### src/rtl/lsu_mem_port.sv
// lsu_mem_port
//
// Responder end of the execute-stage load/store interface. Accepts one aligned
// 64-bit load or store request, checks that it falls inside the backing-memory
// window, runs it on a valid/ready memory bus, and returns the result with a
// one-cycle low pulse on lsu_stall_next.
//
// Parameters
//   ADDR_W    width of the 8-byte-aligned word address
//   XLEN      data width (64)
//   MEM_BASE  first valid aligned word address
//   MEM_WORDS number of valid words starting at MEM_BASE
//   TIMEOUT   WAIT cycles without a bus response before faulting (>= 1)
//
// Ports
//   clk, rst                       clock, asynchronous active-high reset
//   lsu_prev_stalled               low: a request is presented this cycle
//   lsu_addr                       aligned word address
//   lsu_do_load / lsu_do_store     request kind (complementary)
//   lsu_store_data / _mask         lane-replicated store data and byte enables
//   lsu_stall_next                 low for one cycle when the response is valid
//   lsu_load_data                  load result (0 for stores and faults)
//   lsu_access_fault               range fault, bus error or timeout
//   mem_req_*                      backing-memory request channel
//   mem_resp_*                     backing-memory response channel
//
// All outputs come straight from flops.

`timescale 1ns / 1ps

module lsu_mem_port #(
  parameter int unsigned        ADDR_W    = 29,
  parameter int unsigned        XLEN      = 64,
  parameter logic [ADDR_W-1:0]  MEM_BASE  = '0,
  parameter longint unsigned    MEM_WORDS = 64'd1 << 16,
  parameter int unsigned        TIMEOUT   = 255
) (
  input  logic                clk,
  input  logic                rst,

  input  logic                lsu_prev_stalled,
  input  logic [ADDR_W-1:0]   lsu_addr,
  input  logic                lsu_do_load,
  input  logic                lsu_do_store,
  input  logic [XLEN-1:0]     lsu_store_data,
  input  logic [XLEN/8-1:0]   lsu_store_mask,
  output logic                lsu_stall_next,
  output logic [XLEN-1:0]     lsu_load_data,
  output logic                lsu_access_fault,

  output logic                mem_req_valid,
  input  logic                mem_req_ready,
  output logic                mem_req_write,
  output logic [ADDR_W-1:0]   mem_req_addr,
  output logic [XLEN-1:0]     mem_req_wdata,
  output logic [XLEN/8-1:0]   mem_req_wmask,
  input  logic                mem_resp_valid,
  input  logic [XLEN-1:0]     mem_resp_rdata,
  input  logic                mem_resp_error
);

  localparam int unsigned CntW = (TIMEOUT < 2) ? 1 : $clog2(TIMEOUT + 1);

  typedef enum logic [1:0] {StIdle, StReq, StWait, StResp} state_e;

  state_e              state_q, state_d;
  logic [ADDR_W-1:0]   addr_q, addr_d;
  logic                write_q, write_d;
  logic [XLEN-1:0]     wdata_q, wdata_d;
  logic [XLEN/8-1:0]   wmask_q, wmask_d;
  logic [CntW-1:0]     cnt_q, cnt_d;
  logic                stale_q, stale_d;
  logic                fault_q, fault_d;
  logic [XLEN-1:0]     rdata_q, rdata_d;
  logic                stall_q, stall_d;
  logic                req_valid_q, req_valid_d;

  logic [ADDR_W-1:0]   offset;
  logic                out_of_range;
  logic                resp_usable;

  // Subtracting at ADDR_W bits makes addresses below MEM_BASE wrap to huge
  // offsets, so they land out of range with the same single compare.
  assign offset       = lsu_addr - MEM_BASE;
  assign out_of_range = 64'(offset) >= MEM_WORDS;

  // A response arriving while a timed-out access is still outstanding belongs
  // to that old access and must never be credited to the current one.
  assign resp_usable  = mem_resp_valid && !stale_q;

  always_comb begin
    state_d     = state_q;
    addr_d      = addr_q;
    write_d     = write_q;
    wdata_d     = wdata_q;
    wmask_d     = wmask_q;
    cnt_d       = cnt_q;
    stale_d     = stale_q;
    fault_d     = fault_q;
    rdata_d     = rdata_q;

    // Stale drop is independent of state.
    if (mem_resp_valid && stale_q) begin
      stale_d = 1'b0;
    end

    unique case (state_q)
      StIdle: begin
        if (!lsu_prev_stalled) begin
          addr_d  = lsu_addr;
          write_d = lsu_do_store;
          wdata_d = lsu_store_data;
          wmask_d = lsu_store_mask;
          if (out_of_range) begin
            state_d = StResp;
            fault_d = 1'b1;
            rdata_d = '0;
          end else if (lsu_do_store && (lsu_store_mask == '0)) begin
            // Nothing to write: complete locally without touching the bus.
            state_d = StResp;
            fault_d = 1'b0;
            rdata_d = '0;
          end else begin
            state_d = StReq;
          end
        end
      end

      StReq: begin
        if (mem_req_ready) begin
          state_d = StWait;
          cnt_d   = '0;
        end
      end

      StWait: begin
        cnt_d = cnt_q + CntW'(1);
        if (resp_usable) begin
          state_d = StResp;
          fault_d = mem_resp_error;
          rdata_d = (write_q || mem_resp_error) ? '0 : mem_resp_rdata;
        end else if (cnt_d == CntW'(TIMEOUT)) begin
          // The memory may still answer later; remember to swallow that reply.
          state_d = StResp;
          fault_d = 1'b1;
          rdata_d = '0;
          stale_d = 1'b1;
        end
      end

      StResp: begin
        state_d = StIdle;
      end

      default: begin
        state_d = StIdle;
      end
    endcase

    // Registered versions of the state decodes keep every output on a flop.
    stall_d     = (state_d != StResp);
    req_valid_d = (state_d == StReq);
  end

  always_ff @(posedge clk or posedge rst) begin
    if (rst) begin
      state_q     <= StIdle;
      addr_q      <= '0;
      write_q     <= 1'b0;
      wdata_q     <= '0;
      wmask_q     <= '0;
      cnt_q       <= '0;
      stale_q     <= 1'b0;
      fault_q     <= 1'b0;
      rdata_q     <= '0;
      stall_q     <= 1'b1;
      req_valid_q <= 1'b0;
    end else begin
      state_q     <= state_d;
      addr_q      <= addr_d;
      write_q     <= write_d;
      wdata_q     <= wdata_d;
      wmask_q     <= wmask_d;
      cnt_q       <= cnt_d;
      stale_q     <= stale_d;
      fault_q     <= fault_d;
      rdata_q     <= rdata_d;
      stall_q     <= stall_d;
      req_valid_q <= req_valid_d;
    end
  end

  assign lsu_stall_next   = stall_q;
  assign lsu_load_data    = rdata_q;
  assign lsu_access_fault = fault_q;

  assign mem_req_valid    = req_valid_q;
  assign mem_req_write    = write_q;
  assign mem_req_addr     = addr_q;
  assign mem_req_wdata    = wdata_q;
  assign mem_req_wmask    = wmask_q;

  // Upstream must hold off while a transaction is in flight; such requests
  // are dropped by the FSM above.
  a_req_only_in_idle: assert property (
    @(posedge clk) disable iff (rst) !lsu_prev_stalled |-> (state_q == StIdle)
  ) else $error("lsu_mem_port: request presented outside IDLE");

  a_load_store_exclusive: assert property (
    @(posedge clk) disable iff (rst) !lsu_prev_stalled |-> (lsu_do_load != lsu_do_store)
  ) else $error("lsu_mem_port: lsu_do_load and lsu_do_store not complementary");

endmodule

### config.mk
export PLATFORM = sky130hd
export DESIGN_NAME = lsu_mem_port
export DESIGN_NICKNAME = d
export VERILOG_FILES = /design/src/rtl/lsu_mem_port.sv
export SDC_FILE = /design/constraint.sdc
export NUM_CORES = 1
export LEC_CHECK = 0
export ABC_AREA = 1
export CAP_MARGIN = 10
export CORE_AREA = 2 2 160 123
export DETAILED_ROUTE_END_ITERATION = 10
export DIE_AREA = 0 0 162 125
export MAX_ROUTING_LAYER = met4
export PLACE_DENSITY_LB_ADDON = 0.1
export SYNTH_ARGS = -nofsm -noshare
export SYNTH_HDL_FRONTEND = slang
export SYNTH_SLANG_ARGS = --single-unit
export TNS_END_PERCENT = 50
### constraint.sdc
create_clock -name clk -period 19.32 [get_ports clk]
set_input_delay 5.796 -clock clk [delete_from_list [all_inputs] [get_ports clk]]
set_output_delay 5.796 -clock clk [all_outputs]
set_load 0.01 [all_outputs]
# Word level (Yosys, flattened, before mapping)
# Cells that the tools add are included.
word_totals:
  ff_bits: 180
  in_bits: 173
  output_inout_bits: 169
  word_cells: 62
op_classes:
  add_sub_neg: 1
  n_lt_le_gt_ge: 1
  eq_ne: 10
  mux: 26
  bitwise_logic: 1
  reduce_logical: 12
op_table:
  columns: ["operator", "count"]
  rows:
  - ["two-way mux 64 bit", 6]
  - ["case mux 64 bit (2 select lines)", 1]
  - ["greater-or-equal comparator 29 x 17 -> 1 bit (second input constant)", 1]
  - ["case mux 8 bit (2 select lines)", 1]
  - ["two-way mux 2 bit", 6]
  - ["two-way mux 1 bit", 9]
  - ["adder 8 x 1 -> 8 bit (second input constant)", 1]
  - ["equality test 8 bit (second input constant)", 1]
  - ["zero test 8 bit", 1]
  - ["two-way mux 8 bit", 1]
  - ["case mux 2 bit (4 select lines)", 1]
  - ["!= test 2 bit (second input constant)", 3]
  - ["!= test 3 bit (second input constant)", 2]
  - ["equality test 2 x 1 -> 1 bit (second input constant)", 2]
  - ["equality test 2 bit (second input constant)", 2]
  - ["AND reduction 2 bit", 2]
  - ["AND reduction 4 bit", 1]
  - ["nonzero test 2 bit", 2]
  - ["logical AND 1 bit", 3]
  - ["zero test 2 bit", 1]
  - ["case mux 1 bit (2 select lines)", 1]
  - ["zero test 1 bit", 1]
  - ["logical OR 1 bit", 1]
  - ["NOT 1 bit", 1]

# Longest topological paths before layout
# Gate-level depths: netlist of the first run.
depth:
  ltp_word: 7
  ltp_mapped: 11

# Worst setup path after synthesis of the first run
# No wires, ideal clock.
synth_path:
  path_type: "input -> register"
  from: "input mem_resp_valid"
  to: "register rdata_q[29] (netlist: lsu_load_data[29])"
  setup_time_ns: 0.066
  arrival_ns: 6.828
  required_ns: 19.254
  path_slack_ns: 12.426
  stages: 7
  cell_sequence: "inv_2 > nor2_2 > inv_2 > nor4_4 > buf_6 > nand2_2 > nand2_1"
synth_via:
  elab_chain_cells: 3
  word_cells_on_any_way: 5
  cone_classes: "1 x eq/ne; 2 x mux; 2 x reduce/logical"
synth_lines:
  columns: ["element", "line", "text"]
  rows:
  - ["from (decl)", "57", "input logic mem_resp_valid,"]
  - ["logical AND 1 bit *", "89", "assign resp_usable = mem_resp_valid && !stale_q;"]
  - ["!= test 3 bit (no line) / two-way mux 64 bit (equally long branches)", null, null]
  - ["AND reduction 4 bit (no line) / case mux 64 bit (2 select lines) (equally long branches)", null, null]
  - ["to (signal assigned)", "187", "rdata_q <= rdata_d;"]
  - ["to (decl)", "74", "logic [XLEN-1:0] rdata_q, rdata_d;"]
# Every way passes the cells marked *; elsewhere a longest branch is shown, timed or not.
# A chain may end at the register's enable or synchronous reset.

# Worst setup path after layout of the first run
layout_path:
  from: "input lsu_prev_stalled"
  to: "register addr_q[23] (netlist: mem_req_addr[23])"
layout_via:
  elab_chain_cells: 2
layout_lines:
  columns: ["element", "line", "text"]
  rows:
  - ["from (decl)", "41", "input logic lsu_prev_stalled,"]
  - ["NOT 1 bit (no line)", null, null]
  - ["AND reduction 2 bit (no line)", null, null]
  - ["to (signal assigned)", "180", "addr_q <= addr_d;"]
  - ["to (decl)", "67", "logic [ADDR_W-1:0] addr_q, addr_d;"]
# No other way between the ends.

==> flow_summary_export.csv, run 1 <==
group,metric,value,unit
timing,maxSlewHeadroom,0.226,
cells_and_area,diodes,0,
floorplanning,die_height,125,µm
worst_setup_path,cpMostUsedCell,"buf_4",
worst_setup_path,path_delay_family,"buffers and inverters",
cts,cts_tree,"done",
drt,drt_iter0_markers,538,
run,cap_violations,0,
cts,cts_sinks,180,
global_route,grt_max_degree,113,
worst_setup_path,crit_end,"mem_req_addr[23]$_DFFE_PP0P_",
cells_and_area,syn2layout_area_growth,55.6,%
global_route,grt_usage,0.224,
worst_setup_path,cp-end-kind,"flop",
worst_setup_path,cp-start-kind,"primary input",
timing,timing.fmax,127,MHz
worst_setup_path,cp.required,19580,ps
global_route,grt_pass1_vias,6532,
cts,post-cts-setup-buffers,0,
placement,io_buffers,340,
drt,routedWlPerCell,15.2,µm
power,peakVddDrop,70.3,µV
worst_setup_path,worstPathMaxFanout,112,
worst_setup_path,setup.worst_path.start,"lsu_prev_stalled",
worst_setup_path,rr_worst_depth,8,
floorplanning,die_w,162,µm
global_route,grt_pass1_wl,34600,µm
yosys,ys_seq_area_frac,0.611,
drt,routed_via_density,4.63,
worst_setup_path,cpPeakStageDelay,740,ps
yosys,syn_area,7380,µm²
floorplanning,core,18800,µm²
yosys,syn_avg_cell_area,8.89,µm²
floorplanning,dieArea,20300,µm²
drt,vias,6531,
cells_and_area,fill_cells,1668,
worst_setup_path,r2r-end,"mem_req_addr[23]$_DFFE_PP0P_",
power,p_per_area,145,nW/µm²
cells_and_area,nets,1322,
worst_setup_path,path_class,"primary input to flop",
drt,ant_nets,0,
cts,ctsRootBufferMaster,"clkbuf_16",
cts,htreeDepth,4,
cells_and_area,seq_area,4510,µm²
drt,wl,21400,µm
timing,worst_slew_pin_slew,1160,ps
yosys,syn_nets,1005,
worst_setup_path,regToRegSetupSlack,16690,ps
timing,min_period,7900,ps
power,fin_total_pwr,0.00167,W
cts,numCtsBuffers,17,
power,p_leak,5.55,nW
cells_and_area,multi_input_area,2530,µm²
yosys,synth-seq-cells,180,
placement,gp_congestion,0.808,
cts,clkLatencyLatePin,430,ps
hold_path,hp-class,"flop to flop",
cts,clk_pin_slew,70,ps
yosys,synthDistinctLibCells,26,
yosys,synth_top_area_frac,0.607,
worst_setup_path,cp.depth,7,
timing,period_share,0.409,
drt,drc,0,
floorplanning,io_pins,342,
placement,dp_hpwl,14300,µm
worst_setup_path,critPathArrivalTime,8160,ps
floorplanning,start_util,0.392,
timing,setup_viol,0,
worst_setup_path,slowest_stage,"buf_4",
timing,drv_slew,0,
timing,clock_skew,10.8,ps
cells_and_area,drive_above_1_share,0.0742,
yosys,ys_top_cells_by_area,"dfrtp_1, nand2_1, nand4_1",
outcome,status,"complete, no violations",
cts,holdBufCountCts,0,
floorplanning,core.rowCount,44,
cts,ctsResizeCount,0,
yosys,synth_area_leader_cell,"dfrtp_1",
worst_setup_path,crit_buf_inv,4,
timing,hold_viol,0,
global_route,antenna_found_initial,0,
worst_setup_path,cp_cell_sequence,"clkdlybuf4s50_1, nor2_4, buf_4, clkinv_2, buf_4, nand2_1, o21ai_0",
yosys,yosys_warnings,0,
yosys,syn_inst,830,
global_route,grt.overflow.total,0,
cts,clk_path_buf_depth,2,
timing,rsz0062_at_grt,"false",
worst_setup_path,r2r-start,"state_q[0]$_DFF_PP0_",
timing,setup_tns,0,ps
drt,drt_first_pass_iters,4,
## state kept, by name, summed over array words and instances, names as in the netlist
register and flops:
mem_req_valid 1, stale_q 1, mem_req_wdata 64, lsu_access_fault 1, cnt_q 8, lsu_stall_next 1
mem_req_write 1, mem_req_wmask 8, state_q 2, lsu_load_data 64, mem_req_addr 29
## cells in the final DEF, fill, tap and decap left out, types with 2 or more instances in the layout
cell,instances
o22ai_1,2
inv_2,5
clkdlybuf4s50_1,340
inv_1,20
nand3_1,15
nor2_4,2
inv_8,2
clkbuf_16,17
dfrtp_1,179
clkinvlp_4,2
nor2_2,2
nand2_2,31
nand4_1,65
nor2_1,17
o21ai_0,18
nand2_1,411
buf_4,7
inv_6,9
ha_1,2
clkinv_2,2
## stage by stage
stage / hold slack [ps] / cells / instance area [µm²] / setup slack (ps) / util
finish: 472 / 1412 / 11500 / 11420 / 0.609
global route: 485 / 1412 / 11500 / 11190 / 0.609
CTS: 475 / 1412 / 11500 / 11410 / 0.609
detailed placement: 457 / 1381 / 10900 / 10980 / 0.580
global placement: 452 / 1381 / 10900 / 10970 / 0.580
floorplan: 497 / 830 / 7380 / 8640 / -
## final cells by class
cell class	count	area share
inverter	29	0.0102
timing repair buffer	347	0.301
tap	253	0.0276
sequential	180	0.393
clock inverter	13	0.00981
multi-input combinational	572	0.220
clock buffer	18	0.0383
## Yosys cell counts (all sizes together)
cell	count
clkbuf	21
nand2	442
o21ai	20
dfstp	1
dfrtp	179
nand4	65
buf	28
inv	28
a22o	1
a21oi	1
ha	2
nor4	1
nand3	16
nor2	21
nand3b	1
o22ai	2
clkinv	1
## worst min path at each step
stage / from / to / slack (ps) / cells past startpoint
after floorplan: cnt_q[6]$_DFFE_PP0P_ / cnt_q[6]$_DFFE_PP0P_ / 500 / 2
after global placement: mem_req_wdata[27]$_DFFE_PP0P_ / mem_req_wdata[27]$_DFFE_PP0P_ / 450 / 2
after detailed placement: mem_req_wdata[62]$_DFFE_PP0P_ / mem_req_wdata[62]$_DFFE_PP0P_ / 460 / 2
after CTS: mem_req_wdata[6]$_DFFE_PP0P_ / mem_req_wdata[6]$_DFFE_PP0P_ / 470 / 2
after global routing: mem_req_wdata[24]$_DFFE_PP0P_ / mem_req_wdata[24]$_DFFE_PP0P_ / 490 / 2
final: mem_req_wmask[1]$_DFFE_PP0P_ / mem_req_wmask[1]$_DFFE_PP0P_ / 470 / 2
## metal layers
layer / GRT usage / vias up / part of all wire / routed length, µm
li1: - / 3265 / - / -
met1: 0.275 / 3000 / 0.43 / 9110
met2: 0.348 / 230 / 0.47 / 10000
met3: 0.0747 / 36 / 0.080 / 1700
met4: 0.0750 / 0 / 0.027 / 581
met5: - / - / 0 / 0
## report_power, final
| group | leakage, nW | switching (W) | internal (W) | total [W] |
|---|---|---|---|---|
| clock network | 0.269 | 0.000159 | 0.000172 | 0.000331 |
| logic | 2.97 | 0.000348 | 0.000366 | 0.000714 |
| registers | 2.32 | 0.0000870 | 0.000536 | 0.000623 |
| total | 5.55 | 0.000594 | 0.00107 | 0.00167 |
## worst min-delay path, cell delays in order (launching register included)
cell and delay [ps]:
dfrtp_1 340, nand2_1 50, nand2_1 50
## cell families (layout without fill, tap and decap cells)
group,after synthesis,count (layout),synth area share
compound gates,24,24,0.0173
flops,180,180,0.611
fa+ha+maj,2,2,0.00339
simple gates,546,546,0.318
buf+inv,78,407,0.0504
(Power assumes the default switching activity.)
==> inputs of run 2 (changes only) <==
==> constraint.sdc (replaced) <==
create_clock -name clk -period 7.6 [get_ports clk]
set_input_delay 2.28 -clock clk [delete_from_list [all_inputs] [get_ports clk]]
set_output_delay 2.28 -clock clk [all_outputs]
set_load 0.01 [all_outputs]
==> run 2 against run 1 <==
Compared with the run above: power grew to 2.6 times the previous value; first-iteration DRC count shrank 21%; combinational power grew to 2.5 times the previous value; highest routed layer unchanged.
==> flow_summary_export.csv, run 2 (synthesized netlist as in run 1, its figures left out) <==
group,metric,value,unit
outcome,status,"complete, no violations",
drt,wl,21600,µm
global_route,grt_usage,0.225,
cts,clk_path_buf_depth,2,
global_route,busiest_layer,"met2",
global_route,use_met1,0.276,
cells_and_area,final_cell_mix,"nand2_1, clkdlybuf4s50_1, dfrtp_1, nand4_1, nand2_2",
floorplanning,start_util,0.392,
timing,hold_viol,0,
cells_and_area,drive_above_1_share,0.0734,
timing,maxSlewHeadroom,0.330,
cts,cts_sinks,180,
placement,gp_congestion,0.799,
hold_path,hp-class,"flop to flop",
cts,ctsResizeCount,0,
cells_and_area,layout_commonest_cell,"nand2_1",
power,fin_total_pwr,0.00430,W
drt,routed_via_density,4.63,
floorplanning,core,18800,µm²
drt,drt_iter0_markers,425,
timing,setup_viol,0,
drt,ant_nets,0,
timing,drv_slew,0,
cells_and_area,diodes,0,
timing,min_period,4130,ps
global_route,grt_pass1_vias,6548,
cells_and_area,nets,1323,
floorplanning,core.rowCount,44,
cts,cts_tree,"done",
global_route,grtUsageMet2,0.349,
timing,period_share,0.543,
worst_setup_path,cp-end-kind,"flop",
worst_setup_path,worstPathMaxFanout,92,
power,peakVddDrop,181,µV
timing,setup_tns,0,ps
floorplanning,die_w,162,µm
worst_setup_path,critPathArrivalTime,4470,ps
global_route,grt_max_degree,93,
global_route,grt_pass1_wl,34800,µm
cells_and_area,syn2layout_area_growth,56.2,%
placement,dp_hpwl,14600,µm
drt,drc,0,
global_route,antenna_found_initial,0,
floorplanning,die_height,125,µm
power,p_per_area,373,nW/µm²
floorplanning,io_pins,342,
global_route,grt.overflow.total,0,
cts,htreeDepth,4,
timing,clock_skew,13.5,ps
drt,vias,6538,
power,p_leak,5.57,nW
timing,timing.fmax,242,MHz
global_route,gr-usage-met3,0.0776,
placement,io_buffers,340,
cts,post-cts-setup-buffers,0,
timing,rsz0062_at_grt,"false",
timing,worst_slew_pin_slew,1010,ps
drt,routedWlPerCell,15.3,µm
worst_setup_path,path_class,"primary input to flop",
run,cap_violations,0,
worst_setup_path,cp-start-kind,"primary input",
cts,holdBufCountCts,0,
cts,ctsRootBufferMaster,"clkbuf_16",
floorplanning,dieArea,20300,µm²
worst_setup_path,cp.required,7950,ps
cts,clkLatencyLatePin,420,ps
cts,clk_pin_slew,60,ps
drt,drt_first_pass_iters,4,
cts,numCtsBuffers,17,
[run 2: changes by cell type in the layout (fill, tap and decap cells not counted), sizes merged]
cell and change:
inv -6, bufinv +3, buf +1, clkinv +1
[run 2: layout make-up]
class,count,area [µm²]
tap,253,317
sequential,180,4510
inverter,29,118
clock inverter,11,150
multi-input combinational,572,2530
fill,1649,7310
timing repair buffer,348,3460
clock buffer,18,439
[run 2: layer usage]
layer,vias to the layer above,part of all wire
met2,221,0.47
met3,29,0.080
li1,3254,-
met5,-,0
met4,0,0.022
met1,3034,0.43
[run 2: worst paths after layout]
path	startpoint	to	slack, ps	cells past startpoint
worst max-delay path	lsu_prev_stalled	lsu_access_fault$_DFFE_PP0P_	3470	8
worst min-delay path	mem_req_wdata[57]$_DFFE_PP0P_	mem_req_wdata[57]$_DFFE_PP0P_	470	2
worst max register to register	cnt_q[1]$_DFFE_PP0P_	mem_req_valid$_DFF_PP0_	5150	10
worst min register to register	mem_req_wdata[57]$_DFFE_PP0P_	mem_req_wdata[57]$_DFFE_PP0P_	470	2
max in group asynchronous	rst	lsu_load_data[51]$_DFFE_PP0P_	4000	3
min in group asynchronous	rst	mem_req_wdata[38]$_DFFE_PP0P_	2390	2
[run 2: stage by stage]
stage           util  worst slack, ps  hold WS (ps)  cells  cell area [µm²]
2_1_floorplan      -              435           497    830             7380
3_3_place_gp   0.581             3030           452   1382            10900
3_5_place_dp   0.581             2990           457   1382            10900
4_1_cts        0.612             3430           473   1411            11500
5_1_grt        0.612             3310           492   1411            11500
6_report       0.612             3470           467   1411            11500
[run 2: critical path, cell delays in order]
cell             delay [ps]
clkdlybuf4s50_1         460
nor2_4                  140
buf_4                   720
o21ai_4                  90
buf_4                   360
nand3_1                 220
nand2_1                  70
nand2_1                  60
[run 2: power breakdown]
group / switching, W / internal (W)
sequential: 0.000225 / 0.00136
clock: 0.000370 / 0.000524
combinational: 0.000887 / 0.000930
total: 0.00148 / 0.00282
==> inputs of run 3 (changes only) <==
==> constraint.sdc (replaced) <==
create_clock -name clk -period 3.8 [get_ports clk]
set_input_delay 1.14 -clock clk [delete_from_list [all_inputs] [get_ports clk]]
set_output_delay 1.14 -clock clk [all_outputs]
set_load 0.01 [all_outputs]
==> run 3 against run 2 <==
Compared with the run above: clock power is 100% higher; cell count is 0.57% higher; combinational power up 100%; utilization grew 0.57 points; via count fell by 0.31%; clock skew is 2.2 ps lower; sequential share of layout area shrank 0.36 points; register-to-register slack got worse by 4000 ps; largest cell class unchanged; highest routed layer unchanged.
==> flow_summary_export.csv, run 3 (synthesized netlist as in run 1, its figures left out) <==
group,metric,value,unit
outcome,status,"complete, no violations",
timing,hold-worst-slack,468,ps
worst_setup_path,r2r-end,"lsu_load_data[15]$_DFFE_PP0P_",
timing,timing.fmax,381,MHz
power,p_clk_frac,0.211,
floorplanning,core,18800,µm²
placement,io_buffers,340,
hold_path,whs_endpoint,"mem_req_wdata[23]$_DFFE_PP0P_",
worst_setup_path,crit_buf_inv,1,
cts,ctsRootBufferMaster,"clkbuf_16",
floorplanning,die_w,162,µm
cts,numCtsBuffers,17,
run,cap_violations,0,
floorplanning,die_height,125,µm
placement,dp_hpwl,14600,µm
timing,maxSlewHeadroom,0.353,
power,peakVddDrop,333,µV
drt,drt_iter0_markers,383,
drt,routedWlPerCell,15.0,µm
power,p_per_area,743,nW/µm²
worst_setup_path,path_class,"flop to primary output",
power,switchingPower,0.00297,W
drt,ant_nets,0,
global_route,antenna_found_initial,0,
worst_setup_path,critPathArrivalTime,1490,ps
drt,drc,0,
placement,pre_cts_ws,750,ps
power,intPower,0.00567,W
hold_path,hp-class,"flop to flop",
timing,drv_slew,0,
cts,htreeDepth,4,
global_route,grt_pass1_wl,34400,µm
worst_setup_path,slowest_stage,"clkdlybuf4s50_1",
floorplanning,io_pins,342,
cts,cts_tree,"done",
cells_and_area,nets,1328,
worst_setup_path,path_delay_family,"buffers and inverters",
power,seqPwrFrac,0.367,
cts,clkLatencyLatePin,430,ps
drt,vias,6518,
placement,gp_congestion,0.816,
worst_setup_path,cp-start-kind,"flop",
power,fin_total_pwr,0.00864,W
cts,post-cts-setup-buffers,0,
power,p_sw_frac,0.344,
worst_setup_path,cp_cell_sequence,"clkdlybuf4s50_1",
timing,postLayoutSetupSlackWorst,1170,ps
worst_setup_path,r2r-start,"cnt_q[1]$_DFFE_PP0P_",
global_route,grt_usage,0.222,
cells_and_area,diodes,0,
drt,wl,21300,µm
timing,setup_tns,0,ps
floorplanning,core.rowCount,44,
timing,rsz0062_at_grt,"false",
worst_setup_path,cp-end-kind,"primary output",
cells_and_area,syn2layout_area_growth,57.6,%
cts,ctsResizeCount,0,
global_route,grt_pass1_vias,6518,
timing,setup_viol,0,
hold_path,min_path_cells,2,
timing,min_period,2630,ps
hold_path,hold_start,"mem_req_wdata[23]$_DFFE_PP0P_",
power,p_comb_frac,0.422,
cells_and_area,layout_commonest_cell,"nand2_1",
floorplanning,dieArea,20300,µm²
cells_and_area,drive_above_1_share,0.0772,
cts,clk_path_buf_depth,2,
worst_setup_path,rr_worst_depth,10,
cells_and_area,final_util,0.618,
cts,holdBufCountCts,0,
timing,hold_viol,0,
drt,drt_first_pass_iters,5,
global_route,grt_max_degree,92,
timing,clock_skew,11.3,ps
floorplanning,start_util,0.392,
worst_setup_path,cpPeakStageDelay,540,ps
worst_setup_path,worstPathMaxFanout,1,
worst_setup_path,regToRegSetupSlack,1190,ps
cts,cts_sinks,180,
drt,routed_via_density,4.59,
cells_and_area,final_cell_mix,"nand2_1, clkdlybuf4s50_1, dfrtp_1, nand4_1, nand2_2",
timing,period_share,0.691,
cts,clk_pin_slew,60,ps
timing,worst_slew_pin_slew,971,ps
worst_setup_path,cp.required,2660,ps
global_route,grt.overflow.total,0,
power,p_leak,5.62,nW
==> run 3: cell types whose count changed in the layout (fill, tap and decap cells not counted), sizes merged <==
cell      before  now
buf            8   13
clkinvlp       2    3
clkbuf        18   20
==> run 3: how the worst max path moves through the flow <==
stage / from / end / depth (start not counted)
floorplan: rst / cnt_q[0]$_DFFE_PP0P_ / 1
global placement: lsu_prev_stalled / mem_req_wdata[27]$_DFFE_PP0P_ / 6
detailed placement: lsu_prev_stalled / mem_req_wdata[18]$_DFFE_PP0P_ / 6
CTS: cnt_q[1]$_DFFE_PP0P_ / lsu_load_data[15]$_DFFE_PP0P_ / 10
global route: cnt_q[1]$_DFFE_PP0P_ / lsu_load_data[19]$_DFFE_PP0P_ / 9
finish: lsu_stall_next$_DFF_PP1_ / lsu_stall_next / 1
==> run 3: cell type report <==
type,instances,area (µm²)
Tap cell,253,317
Fill cell,1660,7200
Multi-Input combinational cell,572,2520
Timing Repair Buffer,353,3560
Inverter,29,116
Clock buffer,20,437
Sequential cell,180,4510
Clock inverter,12,169
==> run 3: routing by layer <==
| metal | wire length, µm | GRT usage |
|---|---|---|
| met1 | 9220 | 0.280 |
| met2 | 9950 | 0.343 |
| met3 | 1690 | 0.0737 |
| met4 | 407 | 0.0651 |
| met5 | 0 | - |
==> run 3: through the flow <==
| step | cell area, µm² | std cells |
|---|---|---|
| global route | 11600 | 1419 |
| detailed placement | 11000 | 1387 |
| global placement | 11000 | 1387 |
| CTS | 11600 | 1419 |
| finish | 11600 | 1419 |
| floorplan | 7380 | 830 |
==> run 3: worst min-delay path, cell delays in order (launching register included) <==
cell and delay, ps:
dfrtp_1 340, nand2_1 50, nand2_1 50
==> run 3: power groups by stage <==
stage / clock, W / sequential [W] / combinational [W]
detailed placement: 0 / 0.00318 / 0.00370
floorplan: 0 / 0.00353 / 0.00120
global route: 0.00195 / 0.00327 / 0.00401
CTS: 0.00187 / 0.00317 / 0.00371
finish: 0.00183 / 0.00317 / 0.00365
global placement: 0 / 0.00316 / 0.00367
